--- config.mk ---
export PLATFORM = sky130hd
export DESIGN_NAME = muldiv_issue_ctrl
export DESIGN_NICKNAME = d
export VERILOG_FILES = /design/src/rtl/muldiv_issue_ctrl_pkg.sv /design/src/rtl/muldiv_sign_fix.sv /design/src/rtl/muldiv_issue_ctrl.sv
export SDC_FILE = /design/constraint.sdc
export NUM_CORES = 1
export LEC_CHECK = 0
export CAP_MARGIN = 20
export CORE_MARGIN = 8
export CORE_UTILIZATION = 51
export DETAILED_ROUTE_END_ITERATION = 7
export GPL_TIMING_DRIVEN = 0
export PLACE_DENSITY = 0.91
export SKIP_LAST_GASP = 1
export SLEW_MARGIN = 20
export SYNTH_ARGS = -nofsm -noshare
export SYNTH_HDL_FRONTEND = slang
export SYNTH_SLANG_ARGS = --single-unit
--- constraint.sdc ---
create_clock -name clk -period 6.6 [get_ports clk]
set_input_delay 1.32 -clock clk [delete_from_list [all_inputs] [get_ports clk]]
set_output_delay 1.32 -clock clk [all_outputs]
set_load 0.1 [all_outputs]
--- src/rtl/muldiv_issue_ctrl_pkg.sv ---
// Shared types and constants for the RV32M issue controller and its sign-fix stage.
package muldiv_issue_ctrl_pkg;

  typedef enum logic [2:0] {
    OP_MUL    = 3'd0,
    OP_MULH   = 3'd1,
    OP_MULHSU = 3'd2,
    OP_MULHU  = 3'd3,
    OP_DIV    = 3'd4,
    OP_DIVU   = 3'd5,
    OP_REM    = 3'd6,
    OP_REMU   = 3'd7
  } mdop_e;

  typedef enum logic [2:0] {
    S_IDLE  = 3'd0,
    S_ISSUE = 3'd1,
    S_WAIT  = 3'd2,
    S_FIX   = 3'd3,
    S_RESP  = 3'd4,
    S_DRAIN = 3'd5
  } mdstate_e;

  typedef enum logic [2:0] {
    alu_nop   = 3'd0,
    alu_mul_s = 3'd1,
    alu_mul_u = 3'd2,
    alu_div_s = 3'd3,
    alu_div_u = 3'd4,
    alu_rem_s = 3'd5,
    alu_rem_u = 3'd6
  } aluop_e;

  localparam logic [31:0] INT_MIN  = 32'h8000_0000;
  localparam logic [31:0] ALL_ONES = 32'hFFFF_FFFF;

  function automatic logic [31:0] abs32(input logic [31:0] v);
    return v[31] ? (32'd0 - v) : v;
  endfunction

  function automatic aluop_e alu_op_for(input mdop_e op);
    case (op)
      OP_MUL, OP_MULH:     return alu_mul_s;
      OP_MULHSU, OP_MULHU: return alu_mul_u;
      OP_DIV:              return alu_div_s;
      OP_DIVU:             return alu_div_u;
      OP_REM:              return alu_rem_s;
      OP_REMU:             return alu_rem_u;
      default:             return alu_nop;
    endcase
  endfunction

endpackage

--- src/rtl/muldiv_sign_fix.sv ---
// Turns the raw 64-bit ALU result into the RV32M architectural 32-bit result.
module muldiv_sign_fix
  import muldiv_issue_ctrl_pkg::*;
#(
  parameter int XLEN = 32
) (
  input  logic [2:0]          op_i,
  input  logic                s1_i,
  input  logic                s2_i,
  input  logic [2*XLEN-1:0]   raw_i,
  output logic [XLEN-1:0]     res_o
);

  logic [2*XLEN-1:0] neg_raw;
  logic [XLEN-1:0]   lo;
  logic [XLEN-1:0]   neg_lo;

  assign neg_raw = {(2*XLEN){1'b0}} - raw_i;
  assign lo      = raw_i[XLEN-1:0];
  assign neg_lo  = {XLEN{1'b0}} - lo;

  // Signed divide/remainder arrive as magnitudes; MULHSU arrives as |rs1|*rs2.
  always_comb begin
    res_o = lo;
    case (mdop_e'(op_i))
      OP_MUL:             res_o = lo;
      OP_MULH, OP_MULHU:  res_o = raw_i[2*XLEN-1:XLEN];
      OP_MULHSU:          res_o = s1_i ? neg_raw[2*XLEN-1:XLEN] : raw_i[2*XLEN-1:XLEN];
      OP_DIV:             res_o = (s1_i ^ s2_i) ? neg_lo : lo;
      OP_REM:             res_o = s1_i ? neg_lo : lo;
      OP_DIVU, OP_REMU:   res_o = lo;
      default:            res_o = lo;
    endcase
  end

endmodule

--- src/rtl/muldiv_issue_ctrl.sv ---
// RV32M initiator for the multi-cycle ALU: issue, wait, sign-fix and respond.
// Optional watchdog on the WAIT state is enabled with MULDIV_WATCHDOG_EN.
module muldiv_issue_ctrl
  import muldiv_issue_ctrl_pkg::*;
#(
  parameter int XLEN = 32
`ifdef MULDIV_WATCHDOG_EN
  ,
  parameter int TIMEOUT_CYCLES = 80
`endif
) (
  input  logic                clk,
  input  logic                rst,
  input  logic                req_valid_i,
  output logic                req_ready_o,
  input  logic [2:0]          req_op_i,
  input  logic [XLEN-1:0]     rs1_i,
  input  logic [XLEN-1:0]     rs2_i,
  input  logic                flush_i,
  output logic                rsp_valid_o,
  input  logic                rsp_ready_i,
  output logic [XLEN-1:0]     rsp_data_o,
  output logic                rsp_err_o,
  output logic                stall_o,
  output logic [XLEN-1:0]     ALU_data1_o,
  output logic [XLEN-1:0]     ALU_data2_o,
  output logic [2:0]          ALU_op_o,
  input  logic [2*XLEN-1:0]   ALU_result_i,
  input  logic                ALU_busy_i
);

  mdstate_e          state_q, state_d;
  mdop_e             op_q, op_d;
  mdop_e             req_op;
  aluop_e            alu_op_q, alu_op_d;
  logic              s1_q, s1_d, s2_q, s2_d;
  logic [XLEN-1:0]   data1_q, data1_d, data2_q, data2_d;
  logic [2*XLEN-1:0] res_q, res_d;
  logic [XLEN-1:0]   rsp_data_q, rsp_data_d, fix_res;
  logic              rsp_valid_q, rsp_valid_d, rsp_err_q, rsp_err_d;
  logic              rs2_zero, div_ovf;
`ifdef MULDIV_WATCHDOG_EN
  logic [6:0]        wd_cnt_q, wd_cnt_d;
  logic              to_q, to_d;
`endif

  assign req_op   = mdop_e'(req_op_i);
  assign rs2_zero = (rs2_i == {XLEN{1'b0}});
  assign div_ovf  = (rs1_i == INT_MIN) && (rs2_i == ALL_ONES);

  muldiv_sign_fix #(.XLEN(XLEN)) u_fix (
    .op_i  (op_q),
    .s1_i  (s1_q),
    .s2_i  (s2_q),
    .raw_i (res_q),
    .res_o (fix_res)
  );

  // Next-state and datapath capture; flush overrides every other transition.
  always_comb begin
    state_d    = state_q;
    op_d       = op_q;
    s1_d       = s1_q;
    s2_d       = s2_q;
    data1_d    = data1_q;
    data2_d    = data2_q;
    res_d      = res_q;
    rsp_data_d = rsp_data_q;
`ifdef MULDIV_WATCHDOG_EN
    wd_cnt_d   = wd_cnt_q;
    to_d       = to_q;
`endif
    if (flush_i) begin
      if ((state_q == S_ISSUE || state_q == S_WAIT || state_q == S_DRAIN) && ALU_busy_i) begin
        state_d = S_DRAIN;
      end else begin
        state_d = S_IDLE;
      end
`ifdef MULDIV_WATCHDOG_EN
      to_d = 1'b0;
`endif
    end else begin
      case (state_q)
        S_IDLE: begin
          if (req_valid_i) begin
            op_d = req_op;
            s1_d = rs1_i[XLEN-1];
            s2_d = rs2_i[XLEN-1];
            if (rs2_zero && (req_op == OP_DIV || req_op == OP_DIVU)) begin
              rsp_data_d = ALL_ONES;
              state_d    = S_RESP;
            end else if (rs2_zero && (req_op == OP_REM || req_op == OP_REMU)) begin
              rsp_data_d = rs1_i;
              state_d    = S_RESP;
            end else if (div_ovf && req_op == OP_DIV) begin
              rsp_data_d = INT_MIN;
              state_d    = S_RESP;
            end else if (div_ovf && req_op == OP_REM) begin
              rsp_data_d = {XLEN{1'b0}};
              state_d    = S_RESP;
            end else begin
              data1_d = (req_op == OP_MULHSU) ? abs32(rs1_i) : rs1_i;
              data2_d = rs2_i;
              state_d = S_ISSUE;
            end
          end else begin
            state_d = S_IDLE;
          end
        end
        S_ISSUE: begin
          if (!op_q[2]) begin
            res_d   = ALU_result_i;
            state_d = S_FIX;
          end else begin
            state_d = S_WAIT;
`ifdef MULDIV_WATCHDOG_EN
            wd_cnt_d = 7'd0;
`endif
          end
        end
        S_WAIT: begin
          if (!ALU_busy_i) begin
            res_d   = ALU_result_i;
            state_d = S_FIX;
          end
`ifdef MULDIV_WATCHDOG_EN
          else if (wd_cnt_q == 7'(TIMEOUT_CYCLES - 1)) begin
            state_d = S_DRAIN;
            to_d    = 1'b1;
          end else begin
            wd_cnt_d = wd_cnt_q + 7'd1;
          end
`else
          else begin
            state_d = S_WAIT;
          end
`endif
        end
        S_FIX: begin
          rsp_data_d = fix_res;
          state_d    = S_RESP;
        end
        S_RESP: begin
          if (rsp_ready_i) begin
            state_d = S_IDLE;
`ifdef MULDIV_WATCHDOG_EN
            to_d    = 1'b0;
`endif
          end else begin
            state_d = S_RESP;
          end
        end
        S_DRAIN: begin
          if (!ALU_busy_i) begin
`ifdef MULDIV_WATCHDOG_EN
            if (to_q) begin
              rsp_data_d = {XLEN{1'b0}};
              state_d    = S_RESP;
            end else begin
              state_d = S_IDLE;
            end
`else
            state_d = S_IDLE;
`endif
          end else begin
            state_d = S_DRAIN;
          end
        end
        default: state_d = S_IDLE;
      endcase
    end
    // The ALU only sees a real op while we are in ISSUE/WAIT; FIX forces nop.
    alu_op_d    = (state_d == S_ISSUE || state_d == S_WAIT) ? alu_op_for(op_d) : alu_nop;
    rsp_valid_d = (state_d == S_RESP);
`ifdef MULDIV_WATCHDOG_EN
    rsp_err_d   = (state_d == S_RESP) && to_d;
`else
    rsp_err_d   = 1'b0;
`endif
  end

  // State and output registers.
  always_ff @(posedge clk) begin
    if (rst) begin
      state_q     <= S_IDLE;
      op_q        <= OP_MUL;
      s1_q        <= 1'b0;
      s2_q        <= 1'b0;
      data1_q     <= {XLEN{1'b0}};
      data2_q     <= {XLEN{1'b0}};
      alu_op_q    <= alu_nop;
      res_q       <= {(2*XLEN){1'b0}};
      rsp_data_q  <= {XLEN{1'b0}};
      rsp_valid_q <= 1'b0;
      rsp_err_q   <= 1'b0;
`ifdef MULDIV_WATCHDOG_EN
      wd_cnt_q    <= 7'd0;
      to_q        <= 1'b0;
`endif
    end else begin
      state_q     <= state_d;
      op_q        <= op_d;
      s1_q        <= s1_d;
      s2_q        <= s2_d;
      data1_q     <= data1_d;
      data2_q     <= data2_d;
      alu_op_q    <= alu_op_d;
      res_q       <= res_d;
      rsp_data_q  <= rsp_data_d;
      rsp_valid_q <= rsp_valid_d;
      rsp_err_q   <= rsp_err_d;
`ifdef MULDIV_WATCHDOG_EN
      wd_cnt_q    <= wd_cnt_d;
      to_q        <= to_d;
`endif
    end
  end

  assign req_ready_o = (state_q == S_IDLE) && !flush_i;
  assign stall_o     = (state_q != S_IDLE) || req_valid_i;
  assign rsp_valid_o = rsp_valid_q;
  assign rsp_data_o  = rsp_data_q;
  assign rsp_err_o   = rsp_err_q;
  assign ALU_data1_o = data1_q;
  assign ALU_data2_o = data2_q;
  assign ALU_op_o    = alu_op_q;

endmodule

# [Yosys cells after proc, flatten, opt, wreduce, memory -nomap -nowiden]
# Memories as Yosys holds them, arrays and structs flattened. A register that Yosys moved wholly into a read port is not among the register bits.
# Index checks and enable logic that the tools add are counted.
# W data, S select, Z words.
[op_classes] n_mux=30 add_sub_neg=3 reduce_logical=27 bitwise=7 n_eq_ne=26
[ops] op="$mux W32" count=10
[ops] op="$pmux W32 S5" count=1
[ops] op="$mux W64" count=2
[ops] op="$pmux W64 S2" count=1
[ops] op="$eq A32 B32 Y1 const B" count=2
[ops] op="$pmux W32 S2" count=1
[ops] op="$sub A1 B32 Y32 const A" count=2
[ops] op="$sub A1 B64 Y64 const A" count=1
[ops] op="$mux W3" count=12
[ops] op="$eq A3 B3 Y1 const B" count=11
[ops] op="$logic_not A32 Y1" count=1
[ops] op="$eq A3 B2 Y1 const B" count=6
[ops] op="$pmux W3 S6" count=1
[ops] op="$eq A3 B1 Y1 const B" count=3
[ops] op="$reduce_and A4 Y1" count=2
[ops] op="$logic_and A1 B1 Y1" count=7
[ops] op="$reduce_and A7 Y1" count=1
[ops] op="$logic_not A3 Y1" count=2
[ops] op="$logic_or A1 B1 Y1" count=6
[ops] op="$ne A2 B2 Y1 const B" count=3
[ops] op="$not A1 Y1" count=6
[ops] op="$ne A5 B5 Y1 const B" count=1
[ops] op="$reduce_bool A2 Y1" count=2
[ops] op="$reduce_or A2 Y1" count=2
[ops] op="other kinds (6)" count=7
[totals] mem_bits_ro=24 elab_cells=103 n_memories=1 regBits=169 in_bits=137 output_inout_bits=103
[memory_table] memory="(no name shown)" depth=8 width=3 rd=1 rd_ports_with_merged_regs=1 write_ports=0 line_no="muldiv_issue_ctrl_pkg.sv:42" rtl="case (op)"

# [Longest topological paths before layout]
[logic_depth] word_depth=14 depth_mapped=11

# [Hierarchy]
# Synthesis repeated with hierarchy kept, for this count alone.
[unflattened] hier_cells=1383 area_unflattened_um2=9953.3
[modules_own_cells] mod="muldiv_issue_ctrl" n_inst=1 area_each_um2=7460.9 cells_each=953
[modules_own_cells] mod="muldiv_sign_fix" n_inst=1 area_each_um2=2492.4 cells_each=430

# [Worst setup path before layout]
# Ideal clock, no wire load.
[synth_timing] kind="input-to-reg" startpoint="in flush_i" endpoint="reg data1_q[14] (netlist: ALU_data1_o[14])" required_ns=6.514 t_arrival_ns=6.551 setup_slack_ns=-0.036 stages=7 path_cell_list="nor4_1 -> nand2_1 -> a211oi_1 -> clkbuf_1 -> buf_2 -> nor2_1 -> a211oi_1"
[synth_between] elab_chain_cells=2
[synth_lines] element="start, declared" line_no="muldiv_issue_ctrl.sv:19" rtl="input logic flush_i,"
[synth_lines] element="$not A1 Y1 (no line)"
[synth_lines] element="$reduce_and A7 Y1 (no line)"
[synth_lines] element="end signal, assigned" line_no="muldiv_issue_ctrl.sv:189" rtl="data1_q <= {XLEN{1'b0}};"
[synth_lines] element="end signal, assigned" line_no="muldiv_issue_ctrl.sv:205" rtl="data1_q <= data1_d;"
[synth_lines] element="end, declared" line_no="muldiv_issue_ctrl.sv:37" rtl="logic [XLEN-1:0] data1_q, data1_d, data2_q, data2_d;"
# No other way between the ends.
# A chain may end at the register's enable or synchronous reset.

# [Final worst setup path]
[layout_timing] startpoint="in flush_i" endpoint="out req_ready_o"
[layout_between] elab_chain_cells=2
[layout_lines] element="$logic_not A1 Y1" line_no="muldiv_issue_ctrl.sv:219" rtl="assign req_ready_o = (state_q == S_IDLE) && !flush_i;"
[layout_lines] element="$logic_and A1 B1 Y1" line_no="muldiv_issue_ctrl.sv:219"
[layout_lines] element="end, declared" line_no="muldiv_issue_ctrl.sv:15" rtl="output logic req_ready_o,"
# No other way between the ends.

==> metrics.md <==
| Metric | Value |
|---|---|
| Synthesized area | `about 9700 sq um` |
| HP Class | `register to register` |
| Final worst path period need | `5.10 ns` |
| Register area share after synthesis | `between 30% and 40%` |
| Hold Vio Cnt, Final | `0` |
| Clock Sinks | `172` |
| Relative slew slack | `between 10% and 20%` |
| Mapped Nets | `1459` |
| Yosys cell types | `72` |
| DRC Markers | `0` |
| Filler cell count | `1569` |
| Syn Inst Count | `1319` |
| Dpl cell area | `~12000 sq um` |
| Final setup violation count | `0` |
| Total inserted antenna cells | `0` |
| Die ar. | `roughly 24000 sq um` |
| Flop pwr share | `approximately 37%` |
| Finished Layout Cells | `roughly 1800` |
| H-tree depth | `4` |
| Worst EP arrival | `3.78 ns` |
| Worst flop-to-flop path startpoint | `s1_q$_SDFFE_PP0P_` |
| CTS root buffer | `clkbuf_16` |
| CP Class | `primary input to primary output` |
| GPL Wtd Cong | `roughly 1.0` |
| I/O Buffers | `about 240` |
| All-layer global routing usage | `35.3%` |
| RSZ-0062 raised after global routing | `false` |
| Number of global-route vias before repair | `approximately 11000` |
| Initial core utilization | `around 52%` |
| Yosys reg bits | `~170` |
| DR WL/cell | `23.6 um` |
| Num CTS Buffers | `17` |
| Post-DP HPWL | `around 34 mm` |
| R2R setup slack | `2.74 ns` |
| Ys flop type | `dfxtp_1` |
| Ys async rst share | `0%` |
| CTS tree | `yes` |
| Final period utilization | `77.2%` |
| Number of synthesized flops with an enable pin | `0` |
| Die Width | `about 150 um` |
| Initial antenna violation count | `0` |
| Post-cts gate resize count | `0` |
| Most used cell, CP | `clkdlybuf4s50_1` |
| CP Launch Type | `primary input` |
| Final Max Slew Viols | `0` |
| CP Capture Type | `primary output` |
| Core Util, Final | `69.7%` |
| Slowest cell delay on critical path | `1.30 ns` |
| Pleak | `between 4 and 5 nW` |
| First-pass GRT wire length | `65.7 mm` |
| Crit-path slowest cell | `clkdlybuf4s50_1` |
| Critical Path Sink | `req_ready_o` |
| Vias per std cell | `6.44` |
| Antenna-violating nets left | `0` |
| Max-Cap Viols | `0` |
| Largest net degree at the start of global routing | `20` |
| Worst skew pair latency | `approximately 0.44 ns` |
| Comb pwr share | `between 20% and 30%` |
| Clock power share | `between 30% and 40%` |
| FF-to-FF path depth | `8` |
| Psw | `~1.2 mW` |
| VDD IR-drop max | `roughly 0.00019 V` |
| Net Sw Frac | `around 38%` |
| Slew @ Worst Pin | `about 1.2 ns` |
| CTS Hold Bufs | `0` |
| CP required | `5.28 ns` |
| Fmax | `slightly below 200 MHz` |
| Placed Instances | `approximately 1800` |
| Critical path origin | `flush_i` |
| Die Span Y | `approximately 150 um` |
| DRC violation total after the first TritonRoute iteration | `roughly 1500` |
| 1st-pass router iterations | `6` |
| Post-CTS Setup Inserts | `0` |
| Syn Area/Cell | `between 7 and 8 sq um` |
| Layout cells sized above 1 | `approximately 4.3%` |
| Setup TNS | `0 ns` |
| Core ar. | `~19000 sq um` |
| FP Rows | `50` |
| Post-layout instance area | `between 10000 and 15000 sq um` |
| Ports | `240` |
| Vias | `between 10000 and 15000` |
| Max Root-Sink Buffers | `2` |
| Cells along the critical path | `clkdlybuf4s50_1 -> nor4_2 -> clkdlybuf4s50_1` |
| PwrDens | `roughly 240 nW/um^2` |
| Clock Skews | `0.0114 ns` |
| R2r endpoint | `rsp_data_o[10]$_SDFFE_PP0P_` |
| Global route overflow | `0` |
| Yosys warns | `0` |
| CTS clk-pin slew, worst paths | `around 0.080 ns` |
| Crit-path max FO | `7` |
| Area Growth Syn to Fin | `34.0%` |
| DRT Wirelength | `43.1 mm` |
| # nets final | `1715` |
| Status | `complete, no violations` |
| Internal power | `1.91 mW` |
metal layers:
metal | track usage [%] | routed length (um)
met2 | 57.3 | 19400
met5 | 0 | 0
met4 | 21.1 | 2790
met1 | 41.5 | 16000
met3 | 9.14 | 4920
logic make-up after synthesis:
logic type / Yosys count / synth area share, %
compound gates: 391 / 25.3
xor+xnor: 51 / 4.61
fa+ha+maj: 3 / 0.388
buf+inv: 111 / 4.55
flops: 172 / 35.5
mux: 9 / 0.943
other cells: 1 / 0.0387
simple gates: 581 / 28.6
metrics by stage:
| stage | hold slack [ns] | worst slack, ns | power, mW |
|---|---|---|---|
| 2_1_floorplan | 0.432 | 1.57 | 1.70 |
| 3_3_place_gp | 0.442 | 1.55 | 2.01 |
| 3_5_place_dp | 0.446 | 1.56 | 2.02 |
| 4_1_cts | 0.456 | 1.55 | 3.05 |
| 5_1_grt | 0.474 | 1.49 | 3.16 |
| 6_report | 0.457 | 1.50 | 3.08 |
worst min-delay path by stage:
| stage | from | depth (start not counted) | to |
|---|---|---|---|
| 2_1_floorplan | s2_q$_SDFFE_PP0P_ | 2 | s2_q$_SDFFE_PP0P_ |
| 3_3_place_gp | ALU_data2_o[16]$_SDFFE_PP0P_ | 2 | ALU_data2_o[16]$_SDFFE_PP0P_ |
| 3_5_place_dp | ALU_data2_o[24]$_SDFFE_PP0P_ | 2 | ALU_data2_o[24]$_SDFFE_PP0P_ |
| 4_1_cts | ALU_data2_o[24]$_SDFFE_PP0P_ | 2 | ALU_data2_o[24]$_SDFFE_PP0P_ |
| 5_1_grt | ALU_data2_o[10]$_SDFFE_PP0P_ | 2 | ALU_data2_o[10]$_SDFFE_PP0P_ |
| 6_report | ALU_data2_o[2]$_SDFFE_PP0P_ | 2 | ALU_data2_o[2]$_SDFFE_PP0P_ |
final cells by class:
| class | count | area, sq um | area share (%) |
|---|---|---|---|
| Sequential cell | 172 | 3440 | 26.5 |
| Clock inverter | 15 | 196 | 1.51 |
| Timing Repair Buffer | 237 | 2370 | 18.3 |
| Inverter | 12 | 45.0 | 0.347 |
| Multi-Input combinational cell | 1036 | 5810 | 44.8 |
| Tap cell | 234 | 293 | 2.25 |
| Clock buffer | 17 | 425 | 3.28 |
| Buffer | 99 | 395 | 3.04 |
registers in the layout, summed over array words and instances (netlist names):
register and cells:
rsp_valid_o 1, s2_q 1, s1_q 1, ALU_op_o 3, op_q 3, rsp_data_o 32, res_q 64, state_q 3
ALU_data2_o 32, ALU_data1_o 32
power groups by stage:
| stage | Combinational (mW) | Clock, mW | Sequential [mW] |
|---|---|---|---|
| global placement | 0.864 | 0 | 1.15 |
| detailed placement | 0.870 | 0 | 1.15 |
| floorplan | 0.372 | 0 | 1.33 |
| global route | 0.935 | 1.09 | 1.13 |
| finish | 0.892 | 1.06 | 1.13 |
| CTS | 0.874 | 1.05 | 1.12 |
cell usage after synthesis, drive strengths merged, types with 14 or more instances:
cell    count  area [sq um]
dfxtp     172          3440
nor2      106           398
nor3       47           262
o31ai      14           105
xnor2      34           298
a211oi     48           360
nand3      21           105
a31oi      16           100
xor2       17           149
nand4      18           119
a21oi     152           761
nor4       39           263
clkbuf     86           323
o21ai      69           345
nand2b     17           106
nand2     254           953
or4        17           135
cells in the final DEF, fill, tap and decap left out, types with 21 or more instances in the layout:
master	netlist	final
nand2_1	254	254
clkdlybuf4s50_1	0	237
dfxtp_1	172	172
a21oi_1	152	152
nor2_1	106	106
clkbuf_1	86	86
o21ai_0	67	67
a211oi_1	48	48
nor3_1	43	43
nor4_1	36	35
xnor2_1	34	34
nand3_1	21	21
worst max-delay path, delay by kind of cell:
kind / cells / cell delay, ns
buffers and inverters: 2 / 1.83
and+or+nand+nor: 1 / 0.61
No activity file was read; power rests on OpenSTA's default activity.
